$ cat config.mk
export PLATFORM = sky130hd
export DESIGN_NAME = aha_clock_select_ctrl
export DESIGN_NICKNAME = d
export VERILOG_FILES = /design/src/rtl/aha_clock_select_ctrl.sv
export SDC_FILE = /design/constraint.sdc
export NUM_CORES = 1
export LEC_CHECK = 0
export CORE_ASPECT_RATIO = 1.1
export CORE_MARGIN = 5
export CORE_UTILIZATION = 61
export CTS_BUF_LIST = sky130_fd_sc_hd__clkbuf_4
export CTS_CLUSTER_DIAMETER = 120
export DETAILED_ROUTE_END_ITERATION = 16
export MAX_ROUTING_LAYER = met4
export PLACE_DENSITY_LB_ADDON = 0.05
export SLEW_MARGIN = 10
export SYNTH_ARGS = -nofsm -noshare
export SYNTH_HDL_FRONTEND = slang
export SYNTH_SLANG_ARGS = --single-unit
export TNS_END_PERCENT = 30
$ cat constraint.sdc
create_clock -name CLK -period 4 [get_ports CLK]
set_input_delay 0.4 -clock CLK [delete_from_list [all_inputs] [get_ports CLK]]
set_output_delay 0.4 -clock CLK [all_outputs]
set_load 0.01 [all_outputs]
$ cat src/rtl/aha_clock_select_ctrl.sv
// aha_clock_select_ctrl: request/handshake controller driving SELECT of the glitch-free clock switch.
// Optional source-alive checking is enabled by defining AHA_CLKSEL_SRC_CHECK_EN.
`default_nettype none

module aha_clock_select_ctrl #(
   parameter bit RESET_SEL     = 1'b0,
   parameter int SETTLE_CYCLES = 16,
   parameter int CNT_W         = 8
) (
   input  logic       CLK,
   input  logic       RESET,
   input  logic       REQ_VALID,
   input  logic       REQ_SEL,
   output logic       REQ_READY,
   input  logic [1:0] SRC_OK,
   output logic       SELECT,
   output logic       BUSY,
   output logic       DONE,
   output logic       ERR
);

   typedef enum logic [1:0] {
      IDLE   = 2'd0,
      CHECK  = 2'd1,
      SETTLE = 2'd2,
      RESP   = 2'd3
   } state_t;

   localparam logic [CNT_W-1:0] SETTLE_LOAD = CNT_W'(SETTLE_CYCLES - 1);

   state_t           state;
   logic [CNT_W-1:0] counter;
   logic             req_q;
   logic             prev_q;
   logic             target_ok;
   logic             current_ok;

`ifdef AHA_CLKSEL_SRC_CHECK_EN
   assign target_ok  = SRC_OK[req_q];
   assign current_ok = SRC_OK[SELECT];
`else
   // Without source checking every request is assumed to target a live clock.
   logic unused_src_ok;
   assign unused_src_ok = ^SRC_OK;
   assign target_ok     = 1'b1;
   assign current_ok    = 1'b1;
`endif

   always_ff @(posedge CLK or posedge RESET) begin
      if (RESET) begin
         state     <= IDLE;
         counter   <= '0;
         req_q     <= 1'b0;
         prev_q    <= RESET_SEL;
         SELECT    <= RESET_SEL;
         REQ_READY <= 1'b1;
         BUSY      <= 1'b0;
         DONE      <= 1'b0;
         ERR       <= 1'b0;
      end else begin
         DONE <= 1'b0;
         ERR  <= 1'b0;
         case (state)
            IDLE: begin
               if (REQ_VALID && REQ_READY) begin
                  req_q     <= REQ_SEL;
                  state     <= CHECK;
                  REQ_READY <= 1'b0;
                  BUSY      <= 1'b1;
               end
            end
            CHECK: begin
               if (req_q == SELECT) begin
                  state <= RESP;
                  DONE  <= 1'b1;
               end else if (!target_ok) begin
                  state <= RESP;
                  ERR   <= 1'b1;
               end else begin
                  prev_q  <= SELECT;
                  SELECT  <= req_q;
                  counter <= SETTLE_LOAD;
                  state   <= SETTLE;
               end
            end
            SETTLE: begin
               // A dying target aborts immediately and restores the previous source.
               if (!current_ok) begin
                  SELECT <= prev_q;
                  state  <= RESP;
                  ERR    <= 1'b1;
               end else if (counter == '0) begin
                  state <= RESP;
                  DONE  <= 1'b1;
               end else begin
                  counter <= counter - 1'b1;
               end
            end
            RESP: begin
               state     <= IDLE;
               REQ_READY <= 1'b1;
               BUSY      <= 1'b0;
            end
            default: begin
               state     <= IDLE;
               REQ_READY <= 1'b1;
               BUSY      <= 1'b0;
            end
         endcase
      end
   end

endmodule

`default_nettype wire
# [Word-level counts from Yosys, hierarchy flattened]
# Index checks and enable logic that the tools add are counted.
[word_totals] ff_bits=15 in_bits=6 output_inout_bits=5 wordCells=41
[op_classes] reduce_logical=10 muxes=14 n_bitwise=1 addsub=1 n_eq_ne=8
[ops] op="8-bit two-way mux" count=2
[ops] op="8-bit one-hot mux with 2 select lines" count=1
[ops] op="8-bit zero test" count=1
[ops] op="2-bit != test (second input constant)" count=4
[ops] op="2-bit one-hot mux with 4 select lines" count=1
[ops] op="2-bit AND reduction" count=4
[ops] op="8-bit by 1-bit subtractor with 8-bit output (second input constant)" count=1
[ops] op="1-bit one-hot mux with 2 select lines" count=3
[ops] op="1-bit two-way mux" count=5
[ops] op="2-bit equality test (second input constant)" count=2
[ops] op="2-bit two-way mux" count=2
[ops] op="2-bit nonzero test" count=2
[ops] op="3-bit AND reduction" count=1
[ops] op="2-bit by 1-bit equality test with 1-bit output (second input constant)" count=1
[ops] op="2-bit zero test" count=1
[ops] op="1-bit equality test" count=1
[ops] op="1-bit logical AND" count=1
[ops] op="1-bit inverter" count=1

# [Logic depth before layout (Yosys ltp)]
[depth] ltp_word=3 ltp_mapped=6 ltp_nobuf=6

# [Least setup slack after synthesis]
# Ideal clock, no wire load.
[synth_timing] path_type="register to register" start="register counter[0]" end="register state[1]" arrival_ns=1.806 required_ns=3.872 synth_period_minus_slack_ns=1.933 path_slack_ns=2.067 path_stages_with_launch=7 path_cell_list="dfrtp_1 inv_1 ha_1 or3b_2 or2_4 a21oi_2 mux2_1"
[synth_between] elab_chain_len=3
[synth_rtl] item="start, declared" line_no="32" source="logic [CNT_W-1:0] counter;"
[synth_rtl] item="start signal, assigned" line_no="96" source="counter <= counter - 1'b1;"
[synth_rtl] item="8-bit zero test" line_no="92" source="end else if (counter == '0) begin"
[synth_rtl] item="2-bit != test (no source line)"
[synth_rtl] item="2-bit AND reduction (no source line)"
[synth_rtl] item="end signal, assigned" line_no="90" source="state <= RESP;"
[synth_rtl] item="end signal, assigned" line_no="93" source="state <= RESP;"
[synth_rtl] item="end signal, assigned" line_no="100" source="state <= IDLE;"
[synth_rtl] item="end, declared" line_no="31" source="state_t state;"
# No other way between the ends.
# A chain may end at the register's enable or synchronous reset.

# [Final worst setup path]
# Ends and elaborated chain as after synthesis.

==> reports/qor.txt <==
Outcome: completed
Setup crit end kind: flip-flop
Cells after synthesis: 93
Chip width: 46.90 um
Final WS setup: 1879 ps
Initial core utilization: 65.18%
CTS tree: yes
Syn-to-layout area delta: 11.92%
Routability cong.: 0.8163
Via Count: 725
Largest net degree at the start of global routing: 16
Critical path's top delay family: simple AND/OR/NAND/NOR gates
Initial antenna violation count: 0
Slew headroom: 60.77%
Share of cells above drive strength 1: 12.75%
Root Buffer: clkbuf_4
Pleak: 0.4500 nW
Nets@finish: 116
Clk_skew: 6.502 ps
Placed inst area: 992.2 um2
Crit path largest cell delay: 490 ps
Antenna-violating nets left: 0
Die area: 2372 um2
Worst hold path class: in -> async
Min Clock Period, post-route: 2121 ps
Post-CTS Setup Repair Bufs: 0
Total GRT Usage: 18.73%
Routed WL: 1843 um
Critical Path, Cell by Cell: inv_1 > ha_1 > or3b_2 > or2_4 > a21oi_2 > mux2_1
Mapped cell area: 913.4 um2
Worst-margin pin slew: 583.2 ps
I/O Buffers: 7
Register bit count reported by yosys: 15
H-tree Lvls: 1
Slew Viols, Final: 0
CP arrival: 2300 ps
Seq/Total Area, Yosys: 41.23%
Vias in the first global route: 682
CP Buf/Inv Count: 1
Setup CP Type: reg -> reg
Synth Net Count: 106
Length of the first detailed-routing pass in iterations: 4
HPWL after DPL: 1339 um
FP Rows: 14
Max cap viols: 0
RSZ-0062 raised after global routing: false
Total CTS buffers: 3
Clk buf depth: 2
CTS resizes: 0
Vias per inst: 6.144
Post-synth EDFFs: 0
R2R Setup Slk: 1880 ps
Post-route cell area: 1022 um2
Critical path startpoint category: flip-flop
Async set or reset register ratio after synthesis: 100.0%
DR DRC count: 0
Mean Syn Cell Area: 9.821 um2
Worst EP required: 4180 ps
Pre-CTS WS: 1917 ps
1st-iter DRT viols: 26
Final Hold Viols: 0
CTS sink cnt: 15
Core Region: 1401 um2
F_max: 471.5 MHz
Max IR drop VDD: 492.8 uV
Slowest cell on crit path: or3b_2
Final setup violation count: 0
Crit Path Max Fanout: 6
Diode count: 0
Synth cell types: 39
Die height: 50.59 um
Synth Flop Type: dfrtp_1
CTS Hold Buffers Added: 0
Post-DR wirelength/cell: 15.62 um
Pwr Density: 724.4 nW/um2
Setup TNS after final layout: 0 ps
Clock slew at reported path FFs: 90 ps
# IOs: 11
First-pass GRT wire length: 3105 um
Yosys Warn Count: 0
Clock Latency Late Sink: 290 ps
Final worst path period share: 53.02%
Grt total ovfl: 0
==> path summary, 6_finish.rpt <==
kind	cells after the start	start	to
max in group asynchronous	2	RESET	state[0]
min reg2reg	1	BUSY	BUSY
min	2	RESET	counter[5]
max	6	counter[0]	state[1]
min in group CLK	1	BUSY	BUSY
max reg2reg	6	counter[0]	state[1]
==> power breakdown <==
part           internal, W  total [W]  switching [W]  leakage (nW)
clock            0.0000456  0.0000967      0.0000511        0.0184
combinational     0.000170   0.000384       0.000214         0.253
sequential        0.000203   0.000260      0.0000567         0.178
total             0.000419   0.000741       0.000322         0.450
==> synthesized netlist by cell type (2+ instances only) <==
library cell / instances / area [um2]
a21boi_0: 2 / 15.01
a21o_1: 2 / 15.01
a21oi_1: 3 / 15.01
a22o_1: 3 / 26.28
dfrtp_1: 14 / 350.3
ha_1: 7 / 87.58
inv_1: 7 / 26.28
mux2_2: 2 / 22.52
nand2_1: 8 / 30.03
nand2b_1: 3 / 18.77
nand3_1: 3 / 15.01
nor2_1: 6 / 22.52
o211ai_1: 2 / 15.01
o21ai_0: 3 / 15.01
o311ai_0: 2 / 17.52
o41ai_1: 2 / 17.52
or3_1: 2 / 12.51
==> per-layer routing <==
| layer | share of wire [%] | wire length (um) | up-vias | GRT usage, % |
|---|---|---|---|---|
| met4 | 2.6 | 47 | 0 | 8.295 |
| li1 | - | - | 355 | - |
| met3 | 4.7 | 86 | 7 | 4.286 |
| met5 | 0 | 0 | - | - |
| met2 | 45 | 824 | 20 | 25.57 |
| met1 | 48 | 884 | 343 | 26.06 |
==> through the flow <==
stage	total power (W)	cells	utilization [%]	hold slack (ps)
finish	0.0007405	118	72.95	466.4
global route	0.0007983	118	72.95	512.8
CTS	0.0007344	118	72.95	497.3
detailed placement	0.0006387	114	70.80	483.0
global placement	0.0006187	114	70.80	482.1
floorplan	0.0005248	93	-	300.8
==> flip-flops by register name, summed over array words and instances, names as in the netlist <==
signal and flops:
SELECT 1, BUSY 1, DONE 1, counter 8
req_q 1, state 2, REQ_READY 1
==> worst reg2reg max path: stages, from the launching register on <==
cell and delay (ps):
dfrtp_1 450, inv_1 120, ha_1 180, or3b_2 490, or2_4 270, a21oi_2 160
mux2_1 330
==> cells in the final DEF (no fill, tap or decap), types with 3 or more instances in the layout <==
| cell | instances |
|---|---|
| nand2b_1 | 3 |
| dfrtp_1 | 14 |
| o21ai_0 | 3 |
| nand3_1 | 3 |
| clkdlybuf4s50_1 | 7 |
| ha_1 | 7 |
| nor2_1 | 6 |
| a22o_1 | 3 |
| clkbuf_4 | 4 |
| inv_1 | 7 |
| nand2_1 | 8 |
| a21oi_1 | 3 |
==> cell type report <==
type                       instances  area (um2)
sequential                        15       376.6
clock buffer                       4       30.03
multi-input combinational         69       499.2
fill                             101       379.1
timing repair buffer               7       70.07
tap                               16       20.02
inverter                           7       26.28
==> cells by family after synthesis <==
group                    after synthesis  share of synthesized area [%]
AO/OA/AOI/OAI                         26                          21.37
XOR/XNOR                               2                          1.918
adder cells (fa/ha/maj)                7                          9.589
buffers and inverters                  9                          4.110
flip-flops                            15                          41.23
multiplexers                           3                          3.698
other                                  1                         0.4106
AND/OR/NAND/NOR                       30                          17.67
(Power assumes the default switching activity.)
==> variant 1: new RTL, same flow settings <==
Add a define of `AHA_CLKSEL_SRC_CHECK_EN`.
--- a/src/rtl/aha_clock_select_ctrl.sv
+++ b/src/rtl/aha_clock_select_ctrl.sv
@@ -1,6 +1,8 @@
 // aha_clock_select_ctrl: request/handshake controller driving SELECT of the glitch-free clock switch.
 // Optional source-alive checking is enabled by defining AHA_CLKSEL_SRC_CHECK_EN.
 `default_nettype none
+
+`define AHA_CLKSEL_SRC_CHECK_EN
 
 module aha_clock_select_ctrl #(
    parameter bit RESET_SEL     = 1'b0,
Function: changed (a bounded check fails within 4 cycles, from zero or initial values and one cycle with RESET high).
==> variant 1 against the original RTL <==
  * Power up 17%
  * Cell count is 20% higher
  * Synthesized area increased by 16%
  * Wire length rose by 16%
  * Hold slack improved by 0.0054 ns
  * Critical path type unchanged
  * Sequential cell count increased by 2
  * Critical path depth unchanged
  * Critical endpoint is now counter[4]
  * Setup slack gained 0.0088 ns
  * Count of clock-buffer cells in the layout shrank 1
  * Core utilization grew 0.54 points
  * Synthesized cell count rose by 24%
  * Design area increased by 16%
  * Largest power group unchanged
==> variant 1: results (changes against the original RTL) <==
metric	value	unit	change
outcome	completed		
Slew headroom	57.6	%	-3.2 points
most instantiated cells after synthesis	16 x dfrtp_1, 14 x inv_1, 10 x nand2_1, 7 x nor2_1		
Worst-path clk slew	0.11	ns	+0.02 ns
Regs by FF count	counter: 8 flops, state: 2 flops		
share of cells above drive strength 1	11.2	%	-1.5 points
Worst Path Max Fanout	9		+3
min cycle time layout	2.11	ns	-0.00884 ns
post-synth net total	127		+20%
first-pass GRT wire length	3.50	mm	+13%
initial antenna violation count	0		unchanged
Setup Skew	0.00412	ns	-0.00239 ns
DP Area	0.00116	mm^2	+17%
H-tree depth	1		unchanged
# port buffers	10		+3
worst slack at placement	1.83	ns	-0.0836 ns
fin nets	138		+19%
Crit path max-delay family	compound AO/OA/AOI/OAI gates		
Tot GR Track Use	17.8	%	-0.92 points
DR iter-0 viols	30		+15%
crit path to	counter[4]		
Worst VDD drop	0.000407	V	-17%
portion of netlist area occupied by mux cells	4.13	%	+0.43 points
routed length per placed instance	15.0	um	-3.7%
Cells after Synth	115		+24%
post-DP HPWL	1.55	mm	+16%
worst endpoint data arrival time	2.28	ns	-0.02 ns
Worst path slowest cell	or4b_1		
gpl congestion	0.892		+9.2%
Hold WS	0.472	ns	+0.00543 ns
Post-Synth XOR/XNOR Area	0.826	%	-1.1 points
final wirelength	2.14	mm	+16%
Synth Area in Compound Gates	21.0	%	-0.35 points
post-synthesis sequential area ratio	40.3	%	-0.97 points
-- variant 1: cell types whose count changed in the layout (fill, tap and decap cells not counted), moves of 3 or more --
cell	unedited run	this run
o221ai_1	0	3
clkdlybuf4s50_1	7	10
o211ai_1	2	5
o21ai_0	3	0
a31oi_1	0	4
a21oi_1	3	6
inv_1	7	14
nand3_1	3	6
-- variant 1: report_power, final --
part           switching, mW  internal (mW)
Clock                 0.0586         0.0373
Combinational          0.265          0.207
Sequential            0.0641          0.234
Total                  0.388          0.479
-- variant 1: routing by layer --
layer	vias up	GRT usage, %	part of all wire, %	wire length (um)
li1	435	-	-	-
met1	434	18.5	41	882
met2	29	30.7	52	1110
met3	4	3.60	4.9	105
met4	0	11.8	1.6	35
met5	-	-	0	0
-- variant 1: area by class of cell --
type                       count  area [um^2]
tap                           17         21.3
clock buffer                   3         22.5
sequential                    17          427
clock inverter                 1         5.00
multi-input combinational     79          551
fill                         112          428
timing repair buffer          11          108
inverter                      14         52.6
==> variant 2: new RTL, same flow settings <==
Made on the original files. Re-encode `state_t` (4 states) as one-hot, 4 bits wide.
--- a/src/rtl/aha_clock_select_ctrl.sv
+++ b/src/rtl/aha_clock_select_ctrl.sv
@@ -19,11 +19,11 @@
    output logic       ERR
 );
 
-   typedef enum logic [1:0] {
-      IDLE   = 2'd0,
-      CHECK  = 2'd1,
-      SETTLE = 2'd2,
-      RESP   = 2'd3
+   typedef enum logic [3:0] {
+      IDLE   = 4'b0001,
+      CHECK  = 4'b0010,
+      SETTLE = 4'b0100,
+      RESP   = 4'b1000
    } state_t;
 
    localparam logic [CNT_W-1:0] SETTLE_LOAD = CNT_W'(SETTLE_CYCLES - 1);
Behaviour: same outputs for any inputs over 10 cycles, from zero or initial values and one cycle with RESET high; not proved beyond that.
==> variant 2 against the original RTL <==
  * Largest power group is now registers
  * Wire length fell by 10%
  * Sequential cell count rose by 2
  * Setup slack better by 0.11 ns
  * Via count decreased by 3.2%
  * Power decreased by 5.4%
  * Sequential power up 27%
  * Cell count is 0.85% lower
  * Maximum frequency up 5.4%
  * Highest routed layer unchanged
  * Synthesized area grew 2.3%
  * Critical path type unchanged
  * Design area grew 0.37%
  * Synthesized cell count up 1.1%
==> variant 2: results (changes against the original RTL) <==
metric	value	unit	change
Tot GR Track Use	15.9	%	-2.9 points
DP Area	996	um^2	+0.38%
final worst slack	1.99	ns	+0.108 ns
post-synthesis sequential area ratio	45.8	%	+4.6 points
Worst VDD drop	0.000423	V	-14%
gpl congestion	0.888		+8.8%
Inserted Diodes	0		unchanged
most instantiated cells after synthesis	15 x dfrtp_1, 10 x nand2_1, 5 x a21oi_1, 5 x nand3_1, 5 x o21ai_0		
P&R area growth vs syn	9.77	%	
post-DP HPWL	1.19	mm	-11%
H-tree depth	1		unchanged
initial antenna violation count	0		unchanged
post-CTS resize count	0		unchanged
dpl cells	113		-0.88%
outcome	completed		
DR iter-0 viols	26		unchanged
Clock Tree Buf Depth	2		unchanged
share of cells above drive strength 1	9.90	%	-2.8 points
Regs by FF count	counter: 8 flops, state: 4 flops		
CP Launch Type	flip-flop		
gr ovfl total	0		unchanged
crit path to	counter[0]		
Layout Cells excl Fill	117		-0.85%
Worst-path clk slew	0.10	ns	
DR vias/cell	6.00		-2.3%
Setup Skew	0.00706	ns	+0.000557 ns
Cells after Synth	94		+1.1%
first-pass GRT wire length	2.60	mm	-16%
Post-Synth XOR/XNOR Area	1.87	%	-0.044 points
synth unique cells	38		-2.6%
Synth Area in Adders	2.68	%	-6.9 points
Worst Path Max Fanout	11		+5
routed length per placed instance	14.2	um	-9.2%
TritonCTS Buffers	3		unchanged
Leakage	0.408	nW	-9.4%
Skew-Pair Late Insertion Delay	0.30	ns	
fillcell total	95		-5.9%
max FFs per register	8		unchanged
fin nets	110		-5.2%
post-synth net total	102		-3.8%
Hold WC Path Type	in -> async		
vias in the first global route	585		-14%
Slew headroom	54.8	%	-6.0 points
worst endpoint data arrival time	2.21	ns	-0.09 ns
# port buffers	7		unchanged
asr flop ratio synth	100	%	unchanged
largest net degree at the start of global routing	18		+2
setup bufs post-CTS	0		unchanged
Synth Area in Compound Gates	15.1	%	-6.2 points
reg2reg start	counter[2]		
portion of netlist area occupied by mux cells	2.28	%	-1.4 points
worst slack at placement	2.06	ns	+0.146 ns
Syn. warnings	0		unchanged
Area contributors post-synth	dfrtp_1 40%, dfstp_2 5.6%, nor4b_4 5.1%, nand2_1 4.0%, o31ai_1 3.2%		
Worst Reg-to-Reg Cells	4		-2
root buffer cell	clkbuf_4		
First-pass DRT Iterations	4		unchanged
variant 2: cell types whose count changed in the layout (fill, tap and decap cells not counted), moves of 3 or more:
cell,before,now
ha_1,7,2
o31ai_1,0,4
or4_1,1,4
inv_1,7,4
a22o_1,3,0
nor2_1,6,3
variant 2: routing by layer:
layer	vias up	track usage (%)	wire [um]
met5	-	-	0
met4	0	11.5	51
met3	5	2.11	76
met2	17	18.1	697
met1	324	24.4	834
li1	356	-	-
variant 2: cells by family (layout without fill, tap and decap cells):
logic type | count (synthesis) | in the layout
flip-flops | 17 | 17
adder cells (fa/ha/maj) | 2 | 2
XOR/XNOR | 2 | 2
multiplexers | 2 | 2
AO/OA/AOI/OAI | 22 | 22
buffers and inverters | 8 | 15
other | 1 | 1
AND/OR/NAND/NOR | 40 | 40
variant 2: layout make-up:
type | instances | area share, %
Sequential cell | 17 | 41.7
Multi-Input combinational cell | 69 | 45.1
Timing Repair Buffer | 7 | 6.83
Tap cell | 16 | 1.95
Clock buffer | 4 | 2.93
Inverter | 4 | 1.46
variant 2: power breakdown:
group	internal, mW	switching (mW)	total (mW)
Combinational	0.133	0.136	0.270
Clock	0.0457	0.0556	0.101
Sequential	0.249	0.0813	0.330
variant 2: worst min-delay path by stage:
stage	slack (ns)	cells after the start	to	from
5_1_grt	0.53	2	counter[7]	RESET
4_1_cts	0.49	2	SELECT	RESET
2_1_floorplan	0.32	1	BUSY	RESET
3_3_place_gp	0.50	2	SELECT	req_q
3_5_place_dp	0.51	2	SELECT	req_q
6_report	0.47	2	counter[2]	RESET
variant 2: worst max-delay path: stages (launching register included):
cell and delay (ns):
dfrtp_1 0.43, nor4_1 0.63, and4_1 0.51, nor2_1 0.14
o21a_1 0.20
